==> src/rtl/soc_pkg.sv <==
// soc_pkg: shared state encodings and flag-word values for the UART/RAM bridge
package soc_pkg;
  typedef enum logic [2:0] {IDLE, RX, SETF, POLL, GETLEN, TXRD, TXSH, CLRF} bridge_state_e;
  typedef enum logic [1:0] {RX_IDLE, RX_START, RX_DATA, RX_STOP} rx_state_e;
  localparam logic [31:0] FLAG_IDLE  = 32'd0;
  localparam logic [31:0] FLAG_READY = 32'd1;
  localparam logic [31:0] FLAG_DONE  = 32'd2;
endpackage

==> src/rtl/uart_ram_bridge_if.sv <==
// uart_ram_bridge_if: port-2 RAM bus between the bridge (master) and the dual-port RAM (slave)
interface uart_ram_bridge_if;
  logic [31:0] rramdata;
  logic        wram;
  logic [31:0] ramaddress;
  logic [31:0] wramdata;
  modport master(input rramdata, output wram, ramaddress, wramdata);
  modport slave(output rramdata, input wram, ramaddress, wramdata);
endinterface

==> src/rtl/uart_rx_byte.sv <==
// uart_rx_byte: serial RX deserialiser with start-glitch rejection and stop-bit check
module uart_rx_byte #(
  parameter int CLKS_PER_BIT = 16
) (
  input  logic       clk,
  input  logic       nrst,
  input  logic       datai,
  output logic [7:0] byte_out,
  output logic       byte_valid,
  output logic       stop_err
);
  import soc_pkg::*;
  localparam int CW = $clog2(CLKS_PER_BIT);
  localparam logic [CW-1:0] HALF_END = CW'(CLKS_PER_BIT / 2 - 1);
  localparam logic [CW-1:0] BIT_END  = CW'(CLKS_PER_BIT - 1);
  rx_state_e st, st_n;
  logic [CW-1:0] cnt, cnt_n;
  logic [2:0] idx, idx_n;
  logic [7:0] sh, sh_n;
  logic prev;
  assign byte_out = sh;
  // state register plus previous line level for falling-edge detection
  always_ff @(posedge clk or negedge nrst) begin
    if (!nrst) begin
      st   <= RX_IDLE;
      cnt  <= '0;
      idx  <= '0;
      sh   <= '0;
      prev <= 1'b1;
    end else begin
      st   <= st_n;
      cnt  <= cnt_n;
      idx  <= idx_n;
      sh   <= sh_n;
      prev <= datai;
    end
  end
  // framing: half-bit start check, eight mid-bit samples, then the stop bit
  always_comb begin
    st_n       = st;
    cnt_n      = cnt + 1'b1;
    idx_n      = idx;
    sh_n       = sh;
    byte_valid = 1'b0;
    stop_err   = 1'b0;
    case (st)
      RX_IDLE: begin
        cnt_n = '0;
        idx_n = '0;
        st_n  = (prev && !datai) ? RX_START : RX_IDLE;
      end
      RX_START: if (cnt == HALF_END) begin
        cnt_n = '0;
        st_n  = datai ? RX_IDLE : RX_DATA;
      end
      RX_DATA: if (cnt == BIT_END) begin
        cnt_n = '0;
        sh_n  = {datai, sh[7:1]};
        idx_n = idx + 3'd1;
        st_n  = (idx == 3'd7) ? RX_STOP : RX_DATA;
      end
      RX_STOP: if (cnt == BIT_END) begin
        st_n       = RX_IDLE;
        byte_valid = datai;
        stop_err   = !datai;
      end
      default: st_n = RX_IDLE;
    endcase
  end
endmodule

==> src/rtl/uart_ram_bridge.sv <==
// uart_ram_bridge: serial image loader / JPEG result streamer on RAM port 2 with flag-word handoff
module uart_ram_bridge #(
  parameter int          CLKS_PER_BIT = 16,
  parameter int          RX_WORDS     = 1024,
  parameter logic [31:0] RX_BASE      = 32'h0000,
  parameter logic [31:0] FLAG_ADDR    = 32'h1000,
  parameter logic [31:0] LEN_ADDR     = 32'h1004,
  parameter logic [31:0] TX_BASE      = 32'h1008
) (
  input  logic clk,
  input  logic nrst,
  input  logic datai,
  output logic datao,
  output logic busy,
  output logic frame_err,
  uart_ram_bridge_if.master ram
);
  import soc_pkg::*;
  localparam int CW  = $clog2(CLKS_PER_BIT);
  localparam int WIW = (RX_WORDS > 1) ? $clog2(RX_WORDS) : 1;
  localparam logic [CW-1:0]  BIT_END   = CW'(CLKS_PER_BIT - 1);
  localparam logic [WIW-1:0] LAST_WORD = WIW'(RX_WORDS - 1);
  bridge_state_e st, st_n;
  logic [1:0] ph, ph_n, bcnt, bcnt_n, tbyte, tbyte_n;
  logic [WIW-1:0] widx, widx_n;
  logic [31:0] pbuf, pbuf_n, count, count_n, n, n_n, txw, txw_n;
  logic [CW-1:0] tcnt, tcnt_n;
  logic [3:0] tbit, tbit_n;
  logic wram_q, wram_n, datao_n;
  logic [31:0] addr_q, addr_n, wdata_q, wdata_n;
  logic [7:0] cur, rx_byte;
  logic rx_valid, rx_err;
  uart_rx_byte #(.CLKS_PER_BIT(CLKS_PER_BIT)) u_rx (
    .clk(clk), .nrst(nrst), .datai(datai),
    .byte_out(rx_byte), .byte_valid(rx_valid), .stop_err(rx_err)
  );
  assign ram.wram       = wram_q;
  assign ram.ramaddress = addr_q;
  assign ram.wramdata   = wdata_q;
  assign busy           = st != IDLE;
  // every output is registered; frame_err latches any RX stop error
  always_ff @(posedge clk or negedge nrst) begin
    if (!nrst) begin
      st        <= IDLE;
      ph        <= '0;
      bcnt      <= '0;
      widx      <= '0;
      pbuf      <= '0;
      count     <= '0;
      n         <= '0;
      txw       <= '0;
      tcnt      <= '0;
      tbit      <= '0;
      tbyte     <= '0;
      wram_q    <= 1'b0;
      addr_q    <= '0;
      wdata_q   <= '0;
      datao     <= 1'b1;
      frame_err <= 1'b0;
    end else begin
      st        <= st_n;
      ph        <= ph_n;
      bcnt      <= bcnt_n;
      widx      <= widx_n;
      pbuf      <= pbuf_n;
      count     <= count_n;
      n         <= n_n;
      txw       <= txw_n;
      tcnt      <= tcnt_n;
      tbit      <= tbit_n;
      tbyte     <= tbyte_n;
      wram_q    <= wram_n;
      addr_q    <= addr_n;
      wdata_q   <= wdata_n;
      datao     <= datao_n;
      frame_err <= frame_err | rx_err;
    end
  end
  // handoff FSM; reads take three phases: drive address, RAM latency, use rramdata
  always_comb begin
    st_n    = st;
    ph_n    = ph;
    bcnt_n  = bcnt;
    widx_n  = widx;
    pbuf_n  = pbuf;
    count_n = count;
    n_n     = n;
    txw_n   = txw;
    tcnt_n  = tcnt;
    tbit_n  = tbit;
    tbyte_n = tbyte;
    wram_n  = 1'b0;
    addr_n  = addr_q;
    wdata_n = wdata_q;
    datao_n = 1'b1;
    cur     = 8'(txw >> {tbyte, 3'b000});
    case (st)
      IDLE, RX: if (rx_valid) begin
        st_n   = RX;
        pbuf_n = {rx_byte, pbuf[31:8]};
        bcnt_n = bcnt + 2'd1;
        if (bcnt == 2'd3) begin
          wram_n  = 1'b1;
          addr_n  = RX_BASE + (32'(widx) << 2);
          wdata_n = pbuf_n;
          widx_n  = (widx == LAST_WORD) ? '0 : widx + 1'b1;
          st_n    = (widx == LAST_WORD) ? SETF : RX;
        end
      end
      SETF: begin
        wram_n  = 1'b1;
        addr_n  = FLAG_ADDR;
        wdata_n = FLAG_READY;
        ph_n    = '0;
        st_n    = POLL;
      end
      POLL: begin
        addr_n = (ph == 2'd0) ? FLAG_ADDR : addr_q;
        ph_n   = (ph == 2'd2) ? 2'd0 : ph + 2'd1;
        st_n   = (ph == 2'd2 && ram.rramdata == FLAG_DONE) ? GETLEN : POLL;
      end
      GETLEN: begin
        addr_n = (ph == 2'd0) ? LEN_ADDR : addr_q;
        ph_n   = (ph == 2'd2) ? 2'd0 : ph + 2'd1;
        if (ph == 2'd2) begin
          count_n = ram.rramdata;
          n_n     = '0;
          st_n    = (ram.rramdata == 32'd0) ? CLRF : TXRD;
        end
      end
      TXRD: begin
        addr_n = (ph == 2'd0) ? TX_BASE + (n << 2) : addr_q;
        ph_n   = (ph == 2'd2) ? 2'd0 : ph + 2'd1;
        if (ph == 2'd2) begin
          txw_n   = ram.rramdata;
          tcnt_n  = '0;
          tbit_n  = '0;
          tbyte_n = '0;
          st_n    = TXSH;
        end
      end
      TXSH: begin
        datao_n = (tbit == 4'd0) ? 1'b0 : (tbit == 4'd9) ? 1'b1 : cur[3'(tbit - 4'd1)];
        tcnt_n  = tcnt + 1'b1;
        if (tcnt == BIT_END) begin
          tcnt_n  = '0;
          tbit_n  = (tbit == 4'd9) ? 4'd0 : tbit + 4'd1;
          tbyte_n = (tbit == 4'd9) ? tbyte + 2'd1 : tbyte;
          if (tbit == 4'd9 && tbyte == 2'd3) begin
            n_n  = n + 32'd1;
            st_n = (n + 32'd1 < count) ? TXRD : CLRF;
          end
        end
      end
      CLRF: begin
        wram_n  = 1'b1;
        addr_n  = FLAG_ADDR;
        wdata_n = FLAG_IDLE;
        st_n    = IDLE;
      end
      default: st_n = IDLE;
    endcase
  end
endmodule
==> src/flat_wrapper.sv <==
// flat-port wrapper written by rule: the top's interface ports become plain ports
module uart_ram_bridge_flat import soc_pkg::*;
#(
  parameter int          CLKS_PER_BIT = 16,
  parameter int          RX_WORDS     = 1024,
  parameter logic [31:0] RX_BASE      = 32'h0000,
  parameter logic [31:0] FLAG_ADDR    = 32'h1000,
  parameter logic [31:0] LEN_ADDR     = 32'h1004,
  parameter logic [31:0] TX_BASE      = 32'h1008
)
  (clk, nrst, datai, datao, busy, frame_err, ram_rramdata, ram_wram, ram_ramaddress, ram_wramdata);
  uart_ram_bridge_if ram_i ();
  input  logic clk;
  input  logic nrst;
  input  logic datai;
  output logic datao;
  output logic busy;
  output logic frame_err;
  input wire logic [$bits(ram_i.rramdata)-1:0] ram_rramdata;
  output wire logic [$bits(ram_i.wram)-1:0] ram_wram;
  output wire logic [$bits(ram_i.ramaddress)-1:0] ram_ramaddress;
  output wire logic [$bits(ram_i.wramdata)-1:0] ram_wramdata;
  assign ram_i.rramdata = ram_rramdata;
  assign ram_wram = ram_i.wram;
  assign ram_ramaddress = ram_i.ramaddress;
  assign ram_wramdata = ram_i.wramdata;
  uart_ram_bridge #(.CLKS_PER_BIT(CLKS_PER_BIT), .RX_WORDS(RX_WORDS), .RX_BASE(RX_BASE), .FLAG_ADDR(FLAG_ADDR), .LEN_ADDR(LEN_ADDR), .TX_BASE(TX_BASE)) u_core (.clk(clk), .nrst(nrst), .datai(datai), .datao(datao), .busy(busy), .frame_err(frame_err), .ram(ram_i));
endmodule
==> config.mk <==
export PLATFORM = sky130hd
export DESIGN_NAME = uart_ram_bridge_flat
export DESIGN_NICKNAME = d
export VERILOG_FILES = /design/src/rtl/soc_pkg.sv /design/src/rtl/uart_ram_bridge_if.sv /design/src/rtl/uart_rx_byte.sv /design/src/rtl/uart_ram_bridge.sv /design/src/flat_wrapper.sv
export SDC_FILE = /design/constraint.sdc
export NUM_CORES = 1
export LEC_CHECK = 0
export BUFFER_PORTS_ARGS = -buffer_cell sky130_fd_sc_hd__buf_2
export CAP_MARGIN = 20
export CORE_ASPECT_RATIO = 0.8
export CORE_MARGIN = 2
export CORE_UTILIZATION = 60
export DETAILED_ROUTE_END_ITERATION = 10
export PLACE_DENSITY_LB_ADDON = 0.1
export SKIP_LAST_GASP = 1
export SLEW_MARGIN = 30
export SYNTH_ARGS = -nofsm -noshare
export SYNTH_HDL_FRONTEND = slang
export SYNTH_SLANG_ARGS = --single-unit
==> constraint.sdc <==
create_clock -name clk -period 4.1 [get_ports clk]
set_input_delay 0.615 -clock clk [delete_from_list [all_inputs] [get_ports clk]]
set_output_delay 0.615 -clock clk [all_outputs]
set_load 0.05 [all_outputs]
* Yosys cells after proc, flatten, opt, wreduce, memory -nomap -nowiden *
Cells that the tools add are included.
Widths: inputs -> output; s select.

storage, ports and cells
  flip-flop bits (word level) = 240
  input port bits = 35
  logic and storage cells = 163

operators by class
  $add $sub $neg = 11
  order comparisons = 2
  eq/ne operators = 33
  shift operators = 1
  multiplexer cells = 61
  bitwise operators = 1
  reductions and logical operators = 33

operators by type and width
  kind                    count
  $mux 32                 10
  $pmux 32 s5             1
  $pmux 32 s3             1
  $pmux 32 s2             1
  $add 13x32->32 const A  1
  $add 32x1->32 const B   1
  $eq 32x2->1 const B     1
  $logic_not 32->1        1
  $lt 32x32->1            1
  $shr 32x5->8            1
  $mux 3                  8
  $mux 4                  6
  $mux 2                  11
  $pmux 3 s7              1
  $ne 2x1->1 const B      10
  $pmux 4 s2              2
  $eq 3x3->1 const B      5
  $add 4x1->4 const B     3
  $eq 4x4->1 const B      3
  $mux 1                  12
  $pmux 4 s3              1
  $reduce_and 2->1        6
  $reduce_and 3->1        4
  $add 10x1->10 const B   1
  31 further kinds        50

* Logic depth before layout (Yosys ltp) *
  depth after elaboration = 6
  gate-level depth with buffers = 14
  depth with buffers taken out = 14

* Hierarchy *
A second synthesis with hierarchy kept.

second synthesis, totals
  cells, all modules = 1113
  area total of the unflattened synthesis = 11617.4 µm²

by module, submodules not included
  module           times used  cells an instance  area an instance (µm²)
  uart_ram_bridge  1           1047               10779.1
  uart_rx_byte     1           66                 838.3

* Worst setup path after synthesis *
OpenSTA, ideal clock, no wires.

  path type = register to register
  start point = reg u_core.n[2]
  end point = reg u_core.st[1]
  library setup time = 130 ps
  data arrival time = 3061 ps
  data required time = 3970 ps
  setup slack = 909 ps
  cell stages (with the launch flop) = 15
  buffers on the path = 1
  cell sequence = dfrtp_1 ha_1 and4_1 and3_1 buf_2 nand4_2 nor2_1 xor2_1 ha_1 nand4_1 nor4_1 a32oi_1 or3b_2 a211oi_1 o21ai_0

on the way
  longest elaborated chain between the ends = 6

ends and longest elaborated chain
  item                    line                    text
  start, declared         uart_ram_bridge.sv:26   logic [31:0] pbuf, pbuf_n, count, count_n, n, n_n, txw, txw_n;
  start signal, assigned  uart_ram_bridge.sv:67   n <= n_n;
  $add 32x1->32           uart_ram_bridge.sv:151  st_n = (n + 32'd1 < count) ? TXRD : CLRF;
  $lt 32x32->1            uart_ram_bridge.sv:151
  $mux 2                  uart_ram_bridge.sv:151
  $mux 3                  uart_ram_bridge.sv:149  if (tbit == 4'd9 && tbyte == 2'd3) begin
  $mux 3                  uart_ram_bridge.sv:145  if (tcnt == BIT_END) begin
  $pmux 3 s7              uart_ram_bridge.sv:97   case (st)
  end signal, assigned    uart_ram_bridge.sv:61   st <= st_n;
  end, declared           uart_ram_bridge.sv:23   bridge_state_e st, st_n;

No other way between the ends. The select of a mux whose other input is x is not followed.
A chain may end at the register's enable or synchronous reset.

* Worst setup path in the final report *
Same ends and word-level chain as after synthesis.

==> metrics.txt <==
status completed; combinational family with the most area after synthesis simple AND/OR/NAND/NOR gates; ys flop type dfrtp_1; chip width 161 um; cts repair resizes 0; xor and xnor area share after synthesis 4.65%; min Tclk post-route 3.57 ns; reg2reg setup slack 0.53 ns; area share of the largest cell type after synthesis 48.1%; worst reg2reg path startpoint u_core.n[2]$_DFFE_PN0P_; vias in the first global route 8122; antenna violations before repair 0; DRT Pass-1 Iters 5; WL per Instance 17.5 um; Mapped Area 11900 um2; Area Growth Syn to Fin 11.5%; Syn Area/Cell 10.2 um2; initial core utilization 61.8%; multiplexer area fraction after synthesis 8.67%; Max VDD drop 321 uV; critical setup path kind reg2reg; Arrival @ worst endpoint 3.95 ns; largest net degree at the start of global routing 118; required time of the critical path 4.48 ns; Least-Margin Pin Slew 0.881 ns; slowest cell on the critical path or3b_2; Worst Path Buf+Inv 1; most common cell in the synthesized netlist dfrtp_1; Synth Area in Simple Gates 15.5%; Hold Path Stages 1; Pleak 6.35 nW; reg2reg end u_core.st[1]$_DFFE_PN0P_; root buffer cell clkbuf_16; CP peak stage delay 0.46 ns; placed inst area 12500 um2; CTS buffer count 24; row count 45; post-synth cell types 71; CP Depth 14; CP endpoint kind flop; die area 20900 um2; I/O Pins 103; clock network latency to the later pin of the worst-skew pair 0.52 ns; fin area 13200 um2; fin nets 1310; Max Fclk 0.280 GHz; worst-case clock buffer depth 3; final wirelength 26300 um; Slew Viols, Final 0; share of cells above drive strength 1 21.3%; filler instances 1531; Mapped Cells 1164; Die Y 130 um; Clock transition at path regs 0.06 ns; input/output buffers 100; Setup TNS Final 0 ns; first-pass GRT wire length 43400 um; Post-route DRC 0; Max Cap Viol 0; n_diodes 0; CP startpoint u_core.n[2]$_DFFE_PN0P_; setup violators final 0; pwr dens 360 nW/um2; GPL Wtd Cong 0.843; RSZ-0062 raised after global routing false; Hold Fails Final Rpt 0; top cells by count, synth 228 x dfrtp_1, 204 x nand2_1, 67 x mux2_2; antenna viol nets, final 0; Synth Register Bits 230; DPL Wire Length 18300 um; post-synthesis sequential area ratio 48.5%; GR Overflow Total 0; asr flop ratio synth 100%; Compound-Gate Fraction of Synth Area 13.2%; vias per cell 5.88; Setup Skew 0.0116 ns; Synth Warn # 0; Worst Hold Class in2reg; Worst R2R Path Depth 14; EDFF count, synth 0; leading area contributor after synthesis dfrtp_1; hold_ws 0.249 ns; Final Cycle Share 87.0%; Initial DRC Count 838; Slew HR 40.7%; overall power 4.77 mW; CTS Sinks 230; cell mode on critical path ha_1; Startpoint Class flop; worst setup path endpoint u_core.st[1]$_DFFE_PN0P_; CTS tree built; Synth area leaders dfrtp_1 48%, nand2_1 6.5%, mux2_2 6.4%, ha_1 4.5%, xnor2_1 3.0%; crit-path cells ha_1 > and4_1 > and3_1 > buf_4 > nand4_2 > nor2_1 > xor2_1 > ha_1 > nand4_1 > nor4_1 > a32oi_1 > or3b_2 > a211oi_1 > o21ai_0; vias after detailed routing 8839; CTS H-tree depth 1; CORE AREA 19200 um2; post-synthesis adder-cell area fraction 4.53%; delay-heaviest family, CP simple AND/OR/NAND/NOR gates; overall routing resource usage 25.6%; crit-path max FO 10
[power by group]
group | switching [mW] | internal, mW
clock | 0.849 | 1.21
sequential | 0.0777 | 2.35
combinational | 0.173 | 0.117
total | 1.10 | 3.67
[cells by family (layout without fill, tap and decap cells)]
kind of cell             count (synthesis)  after routing
buffers and inverters                  131            211
adder cells (fa/ha/maj)                 43             43
other                                    1              2
AO/OA/AOI/OAI                          218            218
XOR/XNOR                                63             63
AND/OR/NAND/NOR                        396            396
flip-flops                             230            230
multiplexers                            82             82
[cells in the final DEF (no fill, tap or decap), drive strengths merged, types with 5 or more instances in the layout]
| cell type | netlist | layout |
|---|---|---|
| nor2b | 8 | 8 |
| ha | 43 | 43 |
| nor3 | 13 | 13 |
| mux4 | 10 | 10 |
| a22oi | 5 | 5 |
| and2 | 9 | 9 |
| a22o | 35 | 35 |
| nand2b | 5 | 5 |
| nand3 | 23 | 23 |
| buf | 46 | 117 |
| and3 | 6 | 6 |
| xnor2 | 40 | 40 |
| clkbuf | 31 | 35 |
| nor2 | 61 | 61 |
| o21ai | 66 | 66 |
| xor2 | 23 | 23 |
| nand2 | 206 | 206 |
| nor4 | 16 | 16 |
| dfrtp | 228 | 228 |
| a31oi | 5 | 5 |
| mux2 | 67 | 67 |
| inv | 54 | 54 |
| a221oi | 7 | 7 |
| a21oi | 34 | 34 |
| o41ai | 5 | 5 |
| a21o | 9 | 9 |
| mux2i | 5 | 5 |
| o31ai | 26 | 26 |
| nand4 | 28 | 28 |
[registers in the layout, summed over array words and instances (netlist names), named ones only]
name and cells:
u_core.txw 32, u_core.ph 2, u_core.widx 10, u_core.count 32
u_core.ram.wram 1, u_core.u_rx.cnt 4, u_core.n 32, u_core.ram.ramaddress 30
u_core.frame_err 1, u_core.tbyte 2, u_core.u_rx.prev 1, u_core.st 3
u_core.u_rx.idx 3, u_core.u_rx.byte_out 8, u_core.datao 1, u_core.pbuf 24
u_core.tcnt 4, u_core.u_rx.st 1, u_core.tbit 4, u_core.ram.wramdata 32
u_core.bcnt 2
[metrics by stage]
stage / utilization, % / setup slack (ns) / cells
6_report: 68.9 / 0.533 / 1503
5_1_grt: 68.9 / 0.206 / 1503
4_1_cts: 68.8 / 0.532 / 1501
3_5_place_dp: 65.0 / 0.600 / 1462
3_3_place_gp: 65.0 / 0.702 / 1462
2_1_floorplan: - / 0.909 / 1165
[layer usage]
layer / vias to the layer above / global-route usage [%] / wire (um)
li1: 4212 / - / -
met1: 4294 / 42.7 / 13300
met2: 295 / 35.4 / 10800
met3: 38 / 3.69 / 1670
met4: 0 / 5.46 / 497
met5: - / 0 / 0
[layout make-up]
cell class	instances	area [um2]	share of cell area, %
Tap cell	258	323	2.44
Inverter	54	203	1.53
Clock buffer	35	683	5.16
Multi-Input combinational cell	804	5550	41.9
Clock inverter	4	45.0	0.340
Sequential cell	230	5760	43.5
Timing Repair Buffer	118	681	5.14
[repair_timing]
| action | 4_1_cts | 5_1_grt |
|---|---|---|
| endpoints found under the setup margin | 0 | 0 |
| hold endpoints to repair | 0 | 2 |
| buffers inserted | 0 | 0 |
| hold buffers | 0 | 1 |
[worst min path at each step]
| stage | start | endpoint | slack (ns) |
|---|---|---|---|
| 6_report | datai | u_core.u_rx.prev$_DFF_PN1_ | 0.25 |
| 2_1_floorplan | nrst | async pin | 0.32 |
| 5_1_grt | datai | u_core.u_rx.prev$_DFF_PN1_ | 0.24 |
| 3_5_place_dp | u_core.frame_err$_DFF_PN0_ | u_core.frame_err$_DFF_PN0_ | 0.45 |
| 3_3_place_gp | u_core.txw[10]$_DFFE_PN0P_ | u_core.txw[10]$_DFFE_PN0P_ | 0.45 |
| 4_1_cts | nrst | u_core.ram.wramdata[11]$_DFFE_PN0P_ | 0.22 |
[worst reg2reg max path: cells and delay by family (launching register included)]
kind,cells,cell delay (ns)
AOI/OAI and AO/OA,3,0.50
adders and majority gates,2,0.57
and+or+nand+nor,7,1.54
buffers and inverters,1,0.17
DFF,1,0.43
xor gates and xnor gates,1,0.22
Power figures use the tool's default switching activity.
